<file path="config.mk">
export PLATFORM = sky130hd
export DESIGN_NAME = oc8051_int_ctrl
export DESIGN_NICKNAME = d
export VERILOG_FILES = /design/src/rtl/oc8051_int_ctrl.sv
export SDC_FILE = /design/constraint.sdc
export NUM_CORES = 1
export LEC_CHECK = 0
export BUFFER_PORTS_ARGS = -buffer_cell sky130_fd_sc_hd__buf_2
export CAP_MARGIN = 15
export CORE_ASPECT_RATIO = 0.8
export CORE_UTILIZATION = 42
export CTS_CLUSTER_SIZE = 30
export DETAILED_ROUTE_END_ITERATION = 10
export PLACE_DENSITY = 0.75
export SLEW_MARGIN = 20
export SYNTH_ARGS = -nofsm -noshare
export SYNTH_HDL_FRONTEND = slang
export SYNTH_SLANG_ARGS = --single-unit
</file>
<file path="constraint.sdc">
create_clock -name clk -period 1.8 [get_ports clk]
set_input_delay 0.27 -clock clk [delete_from_list [all_inputs] [get_ports clk]]
set_output_delay 0.27 -clock clk [all_outputs]
set_load 0.03 [all_outputs]
</file>
<file path="src/rtl/oc8051_int_ctrl.sv">
// 8051 interrupt controller: latches the five sources, applies IE/IP and
// issues a one-cycle request (int_req; "int" is a reserved word) with the vector low byte.
module oc8051_int_ctrl #(
   parameter logic [7:0] VEC_BASE = 8'h03
) (
   input  logic       clk,
   input  logic       rst,
   input  logic       int0_n,
   input  logic       int1_n,
   input  logic       it0,
   input  logic       it1,
   input  logic       tf0_set,
   input  logic       tf1_set,
   input  logic       ri,
   input  logic       ti,
   input  logic [7:0] ie,
   input  logic [7:0] ip,
   input  logic [3:0] sw_clr,
   input  logic       ack,
   input  logic       reti,
   output logic       int_req,
   output logic [7:0] int_v,
   output logic [3:0] tcon_flags,
   output logic [1:0] isr_lvl
);

   typedef enum logic [1:0] {IDLE = 2'd0, REQ = 2'd1, WAIT = 2'd2} state_t;

   logic       int0_s1_r, int0_sync_r, int0_prev_r;
   logic       int1_s1_r, int1_sync_r, int1_prev_r;
   logic       ie0_r, ie1_r, tf0_r, tf1_r;
   logic       fall0_s, fall1_s;
   logic       ie0_s, ie1_s, tf0_s, tf1_s;
   logic [3:0] clr_s, ack_clr_s;
   logic [4:0] req_s, hi_req_s, lo_req_s;
   logic       sel_valid_s, sel_lvl_s;
   logic [2:0] sel_src_s;
   state_t     state_r, state_nxt_s;
   logic       int_r, int_nxt_s;
   logic [7:0] int_v_r, int_v_nxt_s;
   logic [2:0] src_r, src_nxt_s;
   logic       lvl_r, lvl_nxt_s;
   logic       ack_take_s;
   logic [1:0] isr_lvl_r, isr_nxt_s;
   logic       unused_s;

   // Lowest set index wins: ie0 > tf0 > ie1 > tf1 > serial.
   function automatic logic [2:0] first_set(input logic [4:0] v);
      if (v[0]) begin
         return 3'd0;
      end else if (v[1]) begin
         return 3'd1;
      end else if (v[2]) begin
         return 3'd2;
      end else if (v[3]) begin
         return 3'd3;
      end else begin
         return 3'd4;
      end
   endfunction

   assign unused_s = ^{ie[6:5], ip[7:5]};

   // Two-flop pin synchronizers plus one history flop for edge detection.
   always_ff @(posedge clk) begin
      if (rst) begin
         int0_s1_r   <= 1'b1;
         int0_sync_r <= 1'b1;
         int0_prev_r <= 1'b1;
         int1_s1_r   <= 1'b1;
         int1_sync_r <= 1'b1;
         int1_prev_r <= 1'b1;
      end else begin
         int0_s1_r   <= int0_n;
         int0_sync_r <= int0_s1_r;
         int0_prev_r <= int0_sync_r;
         int1_s1_r   <= int1_n;
         int1_sync_r <= int1_s1_r;
         int1_prev_r <= int1_sync_r;
      end
   end

   assign fall0_s = int0_prev_r & ~int0_sync_r;
   assign fall1_s = int1_prev_r & ~int1_sync_r;

   // A set in flight is already visible so the request leaves one cycle later.
   assign ie0_s = it0 ? (ie0_r | fall0_s) : ~int0_sync_r;
   assign ie1_s = it1 ? (ie1_r | fall1_s) : ~int1_sync_r;
   assign tf0_s = tf0_r | tf0_set;
   assign tf1_s = tf1_r | tf1_set;
   assign clr_s = sw_clr | ack_clr_s;

   // Flag storage; set has priority over any clear in the same cycle.
   always_ff @(posedge clk) begin
      if (rst) begin
         ie0_r <= 1'b0;
         ie1_r <= 1'b0;
         tf0_r <= 1'b0;
         tf1_r <= 1'b0;
      end else begin
         ie0_r <= it0 ? (fall0_s | (ie0_r & ~clr_s[0])) : 1'b0;
         ie1_r <= it1 ? (fall1_s | (ie1_r & ~clr_s[2])) : 1'b0;
         tf0_r <= tf0_set | (tf0_r & ~clr_s[1]);
         tf1_r <= tf1_set | (tf1_r & ~clr_s[3]);
      end
   end

   assign req_s    = {ri | ti, tf1_s, ie1_s, tf0_s, ie0_s} & ie[4:0] & {5{ie[7]}};
   assign hi_req_s = req_s & ip[4:0];
   assign lo_req_s = req_s & ~ip[4:0];

   // Pick the winning eligible source, high level first.
   always_comb begin
      sel_valid_s = 1'b0;
      sel_lvl_s   = 1'b0;
      sel_src_s   = 3'd0;
      if (!isr_lvl_r[1] && (|hi_req_s)) begin
         sel_valid_s = 1'b1;
         sel_lvl_s   = 1'b1;
         sel_src_s   = first_set(hi_req_s);
      end else if ((isr_lvl_r == 2'b00) && (|lo_req_s)) begin
         sel_valid_s = 1'b1;
         sel_lvl_s   = 1'b0;
         sel_src_s   = first_set(lo_req_s);
      end else begin
         sel_valid_s = 1'b0;
      end
   end

   // Request FSM next state and registered-output next values.
   always_comb begin
      state_nxt_s = state_r;
      int_nxt_s   = 1'b0;
      int_v_nxt_s = int_v_r;
      src_nxt_s   = src_r;
      lvl_nxt_s   = lvl_r;
      ack_take_s  = 1'b0;
      case (state_r)
         IDLE: begin
            if (sel_valid_s) begin
               int_nxt_s   = 1'b1;
               int_v_nxt_s = VEC_BASE + {2'b00, sel_src_s, 3'b000};
               src_nxt_s   = sel_src_s;
               lvl_nxt_s   = sel_lvl_s;
               state_nxt_s = REQ;
            end else begin
               state_nxt_s = IDLE;
            end
         end
         REQ: begin
            state_nxt_s = WAIT;
         end
         WAIT: begin
            if (ack) begin
               ack_take_s  = 1'b1;
               state_nxt_s = IDLE;
            end else begin
               state_nxt_s = WAIT;
            end
         end
         default: begin
            state_nxt_s = IDLE;
         end
      endcase
   end

   // Ack clears only flags that latch: edge-mode pins and timer overflows.
   always_comb begin
      ack_clr_s = 4'b0000;
      if (ack_take_s) begin
         case (src_r)
            3'd0:    ack_clr_s[0] = it0;
            3'd1:    ack_clr_s[1] = 1'b1;
            3'd2:    ack_clr_s[2] = it1;
            3'd3:    ack_clr_s[3] = 1'b1;
            default: ack_clr_s    = 4'b0000;
         endcase
      end else begin
         ack_clr_s = 4'b0000;
      end
   end

   // In-service stack: RETI pops the highest level before an ack pushes.
   always_comb begin
      isr_nxt_s = isr_lvl_r;
      if (reti) begin
         if (isr_nxt_s[1]) begin
            isr_nxt_s[1] = 1'b0;
         end else begin
            isr_nxt_s[0] = 1'b0;
         end
      end else begin
         isr_nxt_s = isr_lvl_r;
      end
      if (ack_take_s) begin
         isr_nxt_s[lvl_r] = 1'b1;
      end else begin
         isr_nxt_s = isr_nxt_s;
      end
   end

   // State and output registers.
   always_ff @(posedge clk) begin
      if (rst) begin
         state_r   <= IDLE;
         int_r     <= 1'b0;
         int_v_r   <= 8'h00;
         src_r     <= 3'd0;
         lvl_r     <= 1'b0;
         isr_lvl_r <= 2'b00;
      end else begin
         state_r   <= state_nxt_s;
         int_r     <= int_nxt_s;
         int_v_r   <= int_v_nxt_s;
         src_r     <= src_nxt_s;
         lvl_r     <= lvl_nxt_s;
         isr_lvl_r <= isr_nxt_s;
      end
   end

   assign int_req    = int_r;
   assign int_v      = int_v_r;
   assign tcon_flags = {tf1_s, ie1_s, tf0_s, ie0_s};
   assign isr_lvl    = isr_lvl_r;

endmodule

</file>
==> results of run 1 <==
==> routing by layer <==
layer	global-route usage	share of wire	wire, µm	up-vias
met5	0	0	0	-
met4	0.0419	0.0040	10	0
met3	0.0477	0.061	155	2
met2	0.338	0.48	1210	37
met1	0.233	0.45	1150	487
li1	-	-	-	538
==> power by group through the flow <==
stage | sequential [µW] | clock, µW | combinational (µW)
2_1_floorplan | 526 | 0 | 171
3_3_place_gp | 504 | 0 | 256
3_5_place_dp | 506 | 0 | 261
4_1_cts | 496 | 369 | 262
5_1_grt | 501 | 388 | 298
6_report | 497 | 359 | 271
==> flip-flops by register name, indices dropped and copies added (netlist names), 2 cells and up <==
name,flops
int_v,2
isr_lvl,2
src_r,2
state_r,2
==> per-stage QoR <==
stage / utilization / std cells / setup WS [ps] / cell area, µm² / hold slack (ps)
2_1_floorplan: - / 133 / 95.9 / 1130 / 374
3_3_place_gp: 0.543 / 204 / -18.8 / 1350 / 392
3_5_place_dp: 0.543 / 204 / -26.3 / 1350 / 398
4_1_cts: 0.565 / 208 / 5.40 / 1400 / 137
5_1_grt: 0.572 / 208 / 16.6 / 1420 / 129
6_report: 0.572 / 208 / 112 / 1420 / 144
==> synth_stat cells <==
master	n
dfxtp_1	20
nor2_1	12
inv_1	10
buf_4	8
a21oi_1	5
nand2_1	5
nand3b_1	5
nor3_1	5
o21ai_0	5
or2_2	5
nand2b_1	4
nor3b_1	4
nand3_1	3
o211ai_1	3
o21a_1	3
a31oi_1	2
and2_2	2
nand4b_1	2
o22ai_1	2
or2_1	2
a2111o_1	1
a2111oi_0	1
a22oi_2	1
a311oi_2	1
a32oi_1	1
and2b_2	1
buf_1	1
buf_2	1
buf_6	1
clkbuf_1	1
conb_1	1
nand4_1	1
nor2_2	1
nor2b_1	1
nor2b_2	1
nor4_1	1
o2111a_1	1
o211a_1	1
o21a_4	1
o21ba_2	1
o22ai_2	1
o311a_4	1
o32ai_1	1
o32ai_2	1
==> cells by family (layout without fill, tap and decap cells) <==
logic type / Yosys count / count (layout) / share of synthesized area
AOI/OAI and AO/OA: 33 / 33 / 0.251
and+or+nand+nor: 55 / 55 / 0.281
other: 1 / 3 / 0.00334
DFF: 20 / 20 / 0.357
buffers and inverters: 22 / 61 / 0.108
==> area by class of cell <==
type	count	area [µm²]	share of cell area
clock inverter	1	30.0	0.0211
sequential	20	402	0.283
tap	36	45.0	0.0317
multi-input combinational	91	626	0.441
clock buffer	3	22.5	0.0159
inverter	10	37.5	0.0264
timing repair buffer	47	258	0.181
==> timing repair <==
item,in CTS,in global routing
hold buffers,0,0
gates resized for setup,0,6
setup endpoints to repair,0,6
buffers inserted,0,0
==> path summary, 6_finish.rpt <==
| kind | end | cells past startpoint | slack, ps | startpoint |
|---|---|---|---|---|
| max | int_v[5] | 6 | 110 | int0_prev_r |
| min | int0_s1_r | 2 | 140 | int0_n |
| max reg2reg | int_v[5] | 6 | 110 | int0_prev_r |
| min reg2reg | int1_sync_r | 1 | 420 | int1_s1_r |
==> worst reg2reg max path, stage by stage (launching register included) <==
cell      delay (ps)
dfxtp_2          340
nand2b_4         130
a22oi_2          230
nor2_2            70
o311a_4          350
or2_4            270
o32ai_2          210
==> flow_metrics.py, run 1 <==
metrics = {
    "cells_and_area": {
        "final_common_cell": "buf_2",
        "nNetsFinal": 205,
        "area_growth_syn_to_layout_pct": 26.5,
        "drive_above_1_share": 0.419,
        "fill_cells": 263,
        "antenna_cells": 0,
        "final_cell_mix": "buf_2, dfxtp_1, nor2_1",
    },
    "routing": {
        "drt_pre_antenna_iters": 5,
        "vias": 1064,
        "vias_per_cell": 5.12,
        "wl_mm": 2.53,
        "ant_nets": 0,
        "wl_per_cell_um": 12.1,
        "drcViolationCount": 0,
        "initialDrtViolationCount": 43,
    },
    "timing": {
        "setup_viol": 0,
        "min_period_over_period": 0.938,
        "maxSlewViolCount": 0,
        "fin_worst_skew_ps": 4.79,
        "period_needed_ps": 1690,
        "tns_ps": 0,
        "rsz0062_at_grt": "false",
        "hold_viol_final": 0,
        "fmax_mhz": 592,
    },
    "clock_tree": {
        "cts_root_buf": "clkbuf_4",
        "cts_sinks": 20,
        "clk_latency_ps": 300,
        "clk_pin_slew_worst_paths_ps": 110,
        "htreeDepth": 1,
        "numCtsBuffers": 3,
        "cts_tree": "yes",
        "clock_path_buffers": 2,
    },
    "grt": {
        "grt_pass1_vias": 915,
        "grt.total_usage": 0.188,
        "grt_start_max_net_pins": 16,
        "gr-total-overflow": 0,
        "grt_pass1_wl_mm": 3.94,
        "antenna_found_initial": 0,
    },
    "power_and_ir_drop": {
        "p_sw_frac": 0.275,
        "switchingPower_uw": 310,
        "vdd_ir_drop_max_uv": 573,
        "p_int_uw": 817,
        "clkPwrFrac": 0.319,
        "power.leakage_uw": 0.000645,
        "finalPower_uw": 1130,
        "power_density_mw_per_mm2": 794,
        "pwr-share-comb": 0.241,
        "seqPwrFrac": 0.441,
    },
    "floorplanning": {
        "ios": 47,
        "die_x_um": 59.8,
        "start_util": 0.452,
        "rows": 16,
        "dieArea_mm2": 0.00288,
        "core_mm2": 0.00248,
        "die_h_um": 48.2,
    },
    "hold_path": {
        "worstHoldPathType": "primary input to flop",
    },
    "worst_setup_path": {
        "path_buf_inv": 0,
        "cp_top_family": "compound AO/OA/AOI/OAI gates",
        "cp_slowest_cell": "o311a_4",
        "cp-end-kind": "flop",
        "path_cells": "nand2b_4, a22oi_2, nor2_2, o311a_4, or2_4, o32ai_2",
        "cp.required_ps": 2010,
        "critPathMaxFanout": 6,
        "start_kind": "flop",
        "crit_type": "flop to flop",
        "slowest_delay_ps": 350,
        "arrival_ps": 1900,
    },
    "synthesis": {
        "postSynthAreaPerCell_um2": 8.57,
        "syn-cell-area_mm2": 0.00112,
        "yosys-top-cells-area": "dfxtp_1, buf_4, nor2_1, inv_1, nand3b_1",
        "synth_top_cell_by_area": "dfxtp_1",
        "ys_ff_latch": 20,
        "synth_cells": 131,
        "synth_top_area_share": 0.357,
        "seq_area_frac_synth": 0.357,
        "yosysWarnings": 0,
        "ys_types": 44,
    },
    "place": {
        "dp_hpwl_mm": 1.98,
        "port_buffers": 38,
        "gp_congestion": 0.781,
    },
    "job": {
        "maxCapViolCount": 0,
    },
    "run_status": {
        "outcome": "finished, final reports clean",
    },
}
Note: power is estimated with default switching activity, not from simulation.
==> run 2, diff against run 1 <==
CORE_ASPECT_RATIO = unset   (was 0.8)
CTS_CLUSTER_SIZE = unset   (was 30)
==> run 2 against run 1 <==
Effect of this change:
- sequential cell count is the same
- worst setup slack lost 8.0 ps
- power grew 2.0%
- clock power grew 6.4%
- via count shrank 0.66%
- worst hold slack lost 16 ps
- non-clock buffer count shrank 1
- sequential share of layout area grew 0.39 points
- first-iteration DRC count shrank 84%
- register-to-register slack is essentially flat
- sequential power is essentially flat
- highest routed layer unchanged
==> flow_metrics.py, run 2 (synthesis gave the netlist of run 1 again) <==
metrics = {
    "routing": {
        "initialDrtViolationCount": 7,
        "drcViolationCount": 0,
        "ant_nets": 0,
        "vias": 1057,
        "drt_pre_antenna_iters": 4,
        "wl_per_cell_um": 12.7,
        "vias_per_cell": 5.26,
        "wl_mm": 2.55,
    },
    "cells_and_area": {
        "nNetsFinal": 204,
        "antenna_cells": 0,
        "drive_above_1_share": 0.404,
        "final_common_cell": "buf_2",
        "final_cell_mix": "buf_2, dfxtp_1, nor2_1",
        "area_growth_syn_to_layout_pct": 24.4,
    },
    "clock_tree": {
        "clk_latency_ps": 320,
        "cts_hold_buf": 0,
        "htreeDepth": 1,
        "cts_sinks": 20,
        "post_cts_resized": 0,
        "clk_pin_slew_worst_paths_ps": 120,
        "cts_root_buf": "clkbuf_4",
        "post_cts_buffers": 0,
        "numCtsBuffers": 3,
        "clock_path_buffers": 2,
        "cts_tree": "yes",
    },
    "job": {
        "maxCapViolCount": 0,
    },
    "place": {
        "gp_congestion": 0.874,
        "dp_hpwl_mm": 1.95,
        "port_buffers": 38,
    },
    "worst_setup_path": {
        "cp.required_ps": 2030,
        "critPathMaxFanout": 6,
        "start_kind": "flop",
        "slowest_delay_ps": 380,
        "cp_slowest_cell": "o311a_4",
        "cp-end-kind": "flop",
        "path_buf_inv": 0,
        "arrival_ps": 1920,
        "path_cells": "o211ai_1, o22ai_2, o311a_4, or2_4, and2_2",
        "crit_type": "flop to flop",
        "cp_top_family": "compound AO/OA/AOI/OAI gates",
    },
    "grt": {
        "gr-total-overflow": 0,
        "grt_pass1_vias": 991,
        "antenna_found_initial": 0,
        "grt.total_usage": 0.193,
        "grt_pass1_wl_mm": 4.01,
        "grt_start_max_net_pins": 16,
    },
    "timing": {
        "hold_slack_ps": 128,
        "hold_viol_final": 0,
        "maxSlewViolCount": 0,
        "fmax_mhz": 590,
        "fin_worst_skew_ps": 3.58,
        "tns_ps": 0,
        "period_needed_ps": 1700,
        "rsz0062_at_grt": "false",
        "setup_viol": 0,
        "min_period_over_period": 0.942,
    },
    "floorplanning": {
        "start_util": 0.449,
        "die_h_um": 53.7,
        "die_x_um": 53.7,
        "core_mm2": 0.00250,
        "ios": 47,
        "rows": 18,
        "dieArea_mm2": 0.00288,
    },
    "run_status": {
        "outcome": "finished, final reports clean",
    },
    "power_and_ir_drop": {
        "vdd_ir_drop_max_uv": 450,
        "power_density_mw_per_mm2": 823,
        "power.leakage_uw": 0.000630,
        "finalPower_uw": 1150,
    },
    "hold_path": {
        "worstHoldPathType": "primary input to flop",
    },
}
-- run 2: metrics by stage --
stage	instance area (µm²)	worst slack, ps	instances	util
after floorplan	1130	95.9	133	-
after global placement	1330	1.27	197	0.534
after detailed placement	1330	-55.5	197	0.534
after CTS	1390	33.9	201	0.555
after global routing	1400	14.5	201	0.559
final	1400	104	201	0.559
-- run 2: layout make-up --
class / count / area, µm²
timing repair buffer: 46 / 250
tap: 30 / 37.5
multi-input combinational: 91 / 618
inverter: 10 / 37.5
clock buffer: 3 / 22.5
clock inverter: 1 / 30.0
sequential: 20 / 400
fill: 236 / 1100
-- run 2: worst paths after layout --
path	startpoint	to	slack, ps	depth (start not counted)
setup / recovery	tf1_r	state_r[0]	100	5
hold / removal	int1_n	int1_s1_r	130	2
setup reg to reg	tf1_r	state_r[0]	100	5
hold reg to reg	int0_s1_r	int0_sync_r	420	1
-- run 2: per-layer routing --
layer	up-vias	wire [µm]	GRT usage
li1	533	-	-
met1	481	1040	0.206
met2	36	1320	0.352
met3	7	108	0.0367
met4	0	70	0.105
met5	-	0	0
-- run 2: worst register-to-register path, cell delays in order, from the launching register on --
cell and delay [ps]:
dfxtp_1 350, o211ai_1 250, o22ai_2 130, o311a_4 380
or2_4 290, and2_2 200
-- run 2: report_power, final --
part	internal, µW	switching, µW	total (µW)
Sequential	472	24.2	496
Clock	225	157	382
Combinational	118	153	271
Total	816	334	1150
